==> src/rtl/instr_mem_sync_if.sv <==
// ----------------------------------------------------------------------------
// instr_mem_sync_if
// Fetch/stall and program-load bus between the PC stage and the instruction
// memory.
//   Address     : byte address of the fetch
//   Fetch       : fetch request
//   Stall       : hold the read outputs; a fetch is ignored while high
//   LoadEn      : program-load write enable
//   LoadAddr    : byte address of the load
//   LoadData    : word to write
//   Instruction : registered instruction word
//   InstrValid  : Instruction holds a fresh result of last cycle's fetch
//   AddrFault   : the registered fetch was misaligned or out of range
//   Ready       : init complete; fetches and loads are accepted
// ----------------------------------------------------------------------------
interface instr_mem_sync_if #(
    parameter int DATA_WIDTH = 32
);
    logic [31:0]           Address;
    logic                  Fetch;
    logic                  Stall;
    logic                  LoadEn;
    logic [31:0]           LoadAddr;
    logic [DATA_WIDTH-1:0] LoadData;
    logic [DATA_WIDTH-1:0] Instruction;
    logic                  InstrValid;
    logic                  AddrFault;
    logic                  Ready;

    modport master (
        output Address, Fetch, Stall, LoadEn, LoadAddr, LoadData,
        input  Instruction, InstrValid, AddrFault, Ready
    );

    modport slave (
        input  Address, Fetch, Stall, LoadEn, LoadAddr, LoadData,
        output Instruction, InstrValid, AddrFault, Ready
    );
endinterface

==> src/rtl/instr_mem_sync.sv <==
// ----------------------------------------------------------------------------
// instr_mem_sync
// Clocked instruction memory for the MIPS fetch stage, sitting between the
// PC register and the IF/ID register.
//   Clk   : system clock, all state changes on the rising edge
//   Reset : synchronous, active-high; aborts everything and restarts init
//   bus   : instr_mem_sync_if slave (fetch/stall port, program-load port,
//           Instruction/InstrValid/AddrFault/Ready results)
// After reset the memory fills itself with memory[i] = i*INIT_MULT over DEPTH
// cycles, then raises Ready. Reads have one cycle of latency and are
// read-before-write against a same-cycle load.
// ----------------------------------------------------------------------------
module instr_mem_sync #(
    parameter int                    DATA_WIDTH = 32,
    parameter int                    DEPTH      = 128,
    parameter int                    INIT_MULT  = 3,
    parameter logic [DATA_WIDTH-1:0] FAULT_WORD = '0
) (
    input  logic              Clk,
    input  logic              Reset,
    instr_mem_sync_if.slave   bus
);
    localparam int IDX_BITS = $clog2(DEPTH);

    typedef enum logic {
        S_INIT  = 1'b0,
        S_READY = 1'b1
    } state_t;

    state_t                r_state;
    logic [IDX_BITS-1:0]   r_cnt;
    logic [DATA_WIDTH-1:0] r_instr;
    logic                  r_valid;
    logic                  r_fault;
    logic                  r_ready;
    logic [DATA_WIDTH-1:0] r_mem [DEPTH];

    logic [IDX_BITS-1:0]   w_fetch_idx;
    logic [IDX_BITS-1:0]   w_load_idx;
    logic                  w_fetch_fault;
    logic                  w_load_fault;
    logic [DATA_WIDTH-1:0] w_init_word;
    logic                  w_we;
    logic [IDX_BITS-1:0]   w_waddr;
    logic [DATA_WIDTH-1:0] w_wdata;

    // Byte address -> word index; any set bit above the index or in the
    // byte offset is a fault.
    assign w_fetch_idx   = bus.Address[IDX_BITS+1:2];
    assign w_load_idx    = bus.LoadAddr[IDX_BITS+1:2];
    assign w_fetch_fault = (|bus.Address[1:0])  | (|bus.Address[31:IDX_BITS+2]);
    assign w_load_fault  = (|bus.LoadAddr[1:0]) | (|bus.LoadAddr[31:IDX_BITS+2]);
    assign w_init_word   = DATA_WIDTH'(r_cnt) * DATA_WIDTH'(INIT_MULT);

    // Single write port shared by the init sweep and program loads.
    always_comb begin
        w_we    = 1'b0;
        w_waddr = r_cnt;
        w_wdata = w_init_word;
        if (!Reset) begin
            if (r_state == S_INIT) begin
                w_we = 1'b1;
            end else if (bus.LoadEn && !w_load_fault) begin
                w_we    = 1'b1;
                w_waddr = w_load_idx;
                w_wdata = bus.LoadData;
            end
        end
    end

    always_ff @(posedge Clk) begin
        if (w_we) begin
            r_mem[w_waddr] <= w_wdata;
        end
    end

    always_ff @(posedge Clk) begin
        if (Reset) begin
            r_state <= S_INIT;
            r_cnt   <= '0;
            r_instr <= '0;
            r_valid <= 1'b0;
            r_fault <= 1'b0;
            r_ready <= 1'b0;
        end else begin
            case (r_state)
                S_INIT: begin
                    r_cnt   <= r_cnt + 1'b1;
                    r_valid <= 1'b0;
                    r_fault <= 1'b0;
                    if (r_cnt == IDX_BITS'(DEPTH - 1)) begin
                        r_state <= S_READY;
                        r_ready <= 1'b1;
                    end
                end
                S_READY: begin
                    // Stall freezes all read outputs; the old array value is
                    // sampled here, so a same-cycle load is not yet visible.
                    if (!bus.Stall) begin
                        if (bus.Fetch) begin
                            r_valid <= 1'b1;
                            r_fault <= w_fetch_fault;
                            r_instr <= w_fetch_fault ? FAULT_WORD : r_mem[w_fetch_idx];
                        end else begin
                            r_valid <= 1'b0;
                            r_fault <= 1'b0;
                        end
                    end
                end
                default: r_state <= S_INIT;
            endcase
        end
    end

    assign bus.Instruction = r_instr;
    assign bus.InstrValid  = r_valid;
    assign bus.AddrFault   = r_fault;
    assign bus.Ready       = r_ready;

endmodule

==> src/flat_wrapper.sv <==
// flat-port wrapper written by rule: the top's interface ports become plain ports
module instr_mem_sync_flat 
#(
    parameter int                    DATA_WIDTH = 32,
    parameter int                    DEPTH      = 128,
    parameter int                    INIT_MULT  = 3,
    parameter logic [DATA_WIDTH-1:0] FAULT_WORD = '0
)
  (Clk, Reset, bus_Address, bus_Fetch, bus_Stall, bus_LoadEn, bus_LoadAddr, bus_LoadData, bus_Instruction, bus_InstrValid, bus_AddrFault, bus_Ready);
  instr_mem_sync_if #(.DATA_WIDTH(DATA_WIDTH)) bus_i ();
  input  logic Clk;
  input  logic Reset;
  input wire logic [$bits(bus_i.Address)-1:0] bus_Address;
  input wire logic [$bits(bus_i.Fetch)-1:0] bus_Fetch;
  input wire logic [$bits(bus_i.Stall)-1:0] bus_Stall;
  input wire logic [$bits(bus_i.LoadEn)-1:0] bus_LoadEn;
  input wire logic [$bits(bus_i.LoadAddr)-1:0] bus_LoadAddr;
  input wire logic [$bits(bus_i.LoadData)-1:0] bus_LoadData;
  output wire logic [$bits(bus_i.Instruction)-1:0] bus_Instruction;
  output wire logic [$bits(bus_i.InstrValid)-1:0] bus_InstrValid;
  output wire logic [$bits(bus_i.AddrFault)-1:0] bus_AddrFault;
  output wire logic [$bits(bus_i.Ready)-1:0] bus_Ready;
  assign bus_i.Address = bus_Address;
  assign bus_i.Fetch = bus_Fetch;
  assign bus_i.Stall = bus_Stall;
  assign bus_i.LoadEn = bus_LoadEn;
  assign bus_i.LoadAddr = bus_LoadAddr;
  assign bus_i.LoadData = bus_LoadData;
  assign bus_Instruction = bus_i.Instruction;
  assign bus_InstrValid = bus_i.InstrValid;
  assign bus_AddrFault = bus_i.AddrFault;
  assign bus_Ready = bus_i.Ready;
  instr_mem_sync #(.DATA_WIDTH(DATA_WIDTH), .DEPTH(DEPTH), .INIT_MULT(INIT_MULT), .FAULT_WORD(FAULT_WORD)) u_core (.Clk(Clk), .Reset(Reset), .bus(bus_i));
endmodule
==> config.mk <==
export PLATFORM = sky130hd
export DESIGN_NAME = instr_mem_sync_flat
export DESIGN_NICKNAME = d
export VERILOG_FILES = /design/src/rtl/instr_mem_sync_if.sv /design/src/rtl/instr_mem_sync.sv /design/src/flat_wrapper.sv
export SDC_FILE = /design/constraint.sdc
export NUM_CORES = 2
export LEC_CHECK = 0
export BUFFER_PORTS_ARGS = -buffer_cell sky130_fd_sc_hd__buf_4
export CAP_MARGIN = 5
export CORE_MARGIN = 8
export CORE_UTILIZATION = 28
export CTS_CLUSTER_SIZE = 24
export DETAILED_ROUTE_END_ITERATION = 10
export GPL_ROUTABILITY_DRIVEN = 0
export GPL_TIMING_DRIVEN = 0
export HOLD_SLACK_MARGIN = 0.1
export PLACE_DENSITY = 0.39
export SLEW_MARGIN = 20
export SYNTH_ARGS = -nofsm -noshare
export SYNTH_HDL_FRONTEND = slang
export SYNTH_SLANG_ARGS = --single-unit
==> constraint.sdc <==
create_clock -name Clk -period 10.8 [get_ports Clk]
set_input_delay 1.08 -clock Clk [delete_from_list [all_inputs] [get_ports Clk]]
set_output_delay 1.08 -clock Clk [all_outputs]
set_load 0.005 [all_outputs]
==> impl_metrics.csv <==
group,metric,value,unit
status,status,"complete, no violations",
timing,holdWs,0.342,ns
drt,drt_iter0_drc,10200,
worst_setup_path,path_max_fanout,10,
finish,area_growth,21.6,%
logic_synthesis,ys.flop_type,"edfxtp_1",
timing,post-route-period-util,50.3,%
drt,ant_nets,0,
place,place_area,0.179,mm2
clock_tree,clock-root-buffer,"clkbuf_16",
floorplanning,core_area,0.568,mm2
floorplanning,die_y,771,um
logic_synthesis,synth_top_cell_by_area,"edfxtp_1",
floorplanning,die_w,771,um
timing,rsz0062_at_grt,"no",
floorplanning,io_pins,136,
worst_setup_path,critPathCaptureType,"flip-flop",
clock_tree,cts_tree,"done",
floorplanning,core.rowCount,277,
worst_setup_path,worstPathRequired,11.57,ns
timing,maxSlewViolCount,0,
clock_tree,clockBufferDepth,4,
timing,min_period,5.43,ns
drt,routed_wl,609000,um
timing,skew,0.0978,ns
grt,antenna_found_initial,87,
drt,drt-pass1-iter-count,6,
flow_run,max_cap_violations,0,
clock_tree,clkTransAtPathRegs,0.06,ns
finish,final_area,0.194,mm2
logic_synthesis,syn_avg_cell_area,21.4,um2
place,dpl.hpwl,448000,um
power_and_ir_drop,power_density,178,mW/mm2
clock_tree,cts_buffers,456,
logic_synthesis,synth_edf_count,4096,
timing,setup_violations,0,
clock_tree,cts_hold_buf,0,
logic_synthesis,yosysSeqAreaShare,77.7,%
logic_synthesis,synth-async-reset-ratio,0,%
drt,vias,85000,
worst_hold_path,hold_path.class,"in -> reg",
logic_synthesis,synth_common_cells,"edfxtp_1 (4096), mux4_2 (815), mux2i_1 (467)",
logic_synthesis,ys_seq_elements,4139,
worst_setup_path,setup.worst_path.class,"in -> reg",
timing,hold_viol,0,
grt,grt_pass1_wl,801000,um
floorplanning,initial_core_util,28.1,%
logic_synthesis,yosys-top-cells-area,"edfxtp_1 (77%), mux4_2 (12%), mux2i_1 (2.9%)",
timing,slew_headroom,5.91,%
logic_synthesis,synth.distinct_cells,62,
logic_synthesis,synth_cells,7464,
timing,tightest_slew,1.40,ns
drt,drc_errors,0,
grt,grt_pass1_vias,85500,
place,port_buffers,129,
clock_tree,postCtsSetupBuffers,0,
power_and_ir_drop,cellLeakagePower,62.7,nW
grt,gr-total-overflow,0,
logic_synthesis,synth.net_count,7574,
clock_tree,cts_resized,0,
drt,wl_per_cell,36.7,um
timing,max_freq,0.184,GHz
floorplanning,floorplan.die_area,0.594,mm2
grt,grt_max_degree,95,
grt,track_usage,19.9,%
clock_tree,clock-sinks,4139,
drt,viasPerCell,5.13,
logic_synthesis,yosysMostFrequentCell,"edfxtp_1",
logic_synthesis,yosys_warnings,0,
finish,drive_gt1_share,30.2,%
logic_synthesis,synth.cell_area,0.159,mm2
worst_setup_path,cp-start-kind,"primary input",
power_and_ir_drop,peakVddDrop,0.000148,V
finish,layout.nets,8723,
clock_tree,cts_max_level,5,
worst_setup_path,critical_path_arrival,6.20,ns
logic_synthesis,synth_top_area_share,77.2,%
clock_tree,clk_latency,1.04,ns
sequential cells by signal (all words and copies together) (netlist names):
name	count
u_core.r_state	1
u_core.bus.Ready	1
u_core.bus.AddrFault	1
u_core.r_mem	4096
u_core.bus.InstrValid	1
u_core.r_cnt	7
u_core.bus.Instruction	32
power breakdown:
group | total, mW | leakage [nW] | switching [mW] | internal (mW)
Combinational | 1.70 | 16.6 | 1.17 | 0.525
Sequential | 17.5 | 39.0 | 0.00930 | 17.5
Clock | 15.3 | 7.07 | 6.52 | 8.76
Total | 34.5 | 62.7 | 7.70 | 26.8
worst max-delay path, cell delays in order:
cell and delay, ns:
buf_4 0.11, nor4b_1 0.39, nand4_1 0.27, nor3_2 0.44, buf_6 0.31, buf_6 0.29
mux2i_1 0.99, or2_1 0.33, buf_2 0.89, nor3_2 0.19, buf_4 0.26, buf_4 0.19
buf_4 0.18, buf_4 0.19
per-stage QoR:
stage	setup WS, ns	total power [mW]	setup TNS, ns	cells	utilization (%)
final	5.37	34.5	0	16600	34.1
after global routing	5.48	35.4	0	16600	34.1
after CTS	5.60	34.8	0	16500	34.1
after detailed placement	4.46	19.6	0	15700	31.6
after global placement	-10.72	19.5	-7945.09	15100	29.9
after floorplan	2.47	18.6	0	7464	-
layout by cell type, fill, tap and decap left out, types with 16 or more instances in the layout:
| cell | netlist | routed |
|---|---|---|
| edfxtp_1 | 4096 | 4096 |
| mux4_2 | 815 | 815 |
| clkbuf_16 | 0 | 461 |
| mux2i_1 | 467 | 460 |
| buf_4 | 70 | 442 |
| clkbuf_1 | 155 | 243 |
| buf_2 | 169 | 207 |
| a22oi_1 | 193 | 184 |
| a21oi_1 | 186 | 180 |
| o22ai_1 | 147 | 147 |
| buf_16 | 0 | 122 |
| o221ai_1 | 116 | 116 |
| clkinv_1 | 2 | 113 |
| nor2_1 | 187 | 112 |
| buf_6 | 44 | 109 |
| nand2_1 | 94 | 94 |
| o21ai_0 | 94 | 88 |
| buf_12 | 0 | 86 |
| clkinv_2 | 0 | 77 |
| nor2_4 | 0 | 73 |
| diode_2 | 0 | 50 |
| nor3_2 | 1 | 49 |
| nor2b_1 | 45 | 45 |
| dfxtp_1 | 43 | 43 |
| a211oi_1 | 61 | 42 |
| mux2_2 | 44 | 41 |
| nor3_1 | 87 | 39 |
| bufinv_16 | 0 | 36 |
| clkbuf_2 | 0 | 27 |
| nand2b_1 | 23 | 23 |
| and2_4 | 0 | 23 |
| a221oi_1 | 23 | 23 |
| and2_1 | 46 | 23 |
| or4_1 | 19 | 19 |
| a311oi_1 | 18 | 18 |
| nor3b_1 | 21 | 17 |
| a211oi_4 | 0 | 17 |
| a2111oi_0 | 19 | 16 |
final cells by class:
| class | count | area, um2 |
|---|---|---|
| antenna | 50 | 125 |
| timing repair buffer | 691 | 8960 |
| buffer | 458 | 2570 |
| fill | 53100 | 374000 |
| sequential | 4139 | 124000 |
| tap | 7533 | 9430 |
| clock inverter | 255 | 2350 |
| clock buffer | 589 | 12100 |
| inverter | 11 | 41.3 |
| multi-input combinational | 2856 | 34400 |
layer usage:
layer,vias to the layer above,global-route usage [%],wire length (um)
li1,34000,-,-
met1,46800,27.2,260000
met2,3471,31.4,278000
met3,777,4.26,46200
met4,8,6.99,24600
met5,-,0.185,42
logic make-up after synthesis:
group | Yosys count | share of synthesized area (%)
DFF | 4139 | 77.7
muxes | 1326 | 14.8
AOI/OAI and AO/OA | 909 | 3.89
and+or+nand+nor | 602 | 1.91
buffers and inverters | 469 | 1.62
xor gates and xnor gates | 10 | 0.0549
adders and majority gates | 9 | 0.0753
final timing paths:
check	cells after the start	slack (ns)	from	to
max	14	5.37	bus_LoadAddr[1]	u_core.r_mem[112][8]
min	3	0.34	bus_Fetch	u_core.bus.InstrValid
max reg2reg	12	5.42	u_core.r_cnt[1]	u_core.r_mem[118][5]
min reg2reg	2	0.47	u_core.bus.AddrFault	u_core.bus.AddrFault
(Power assumes the default switching activity.)
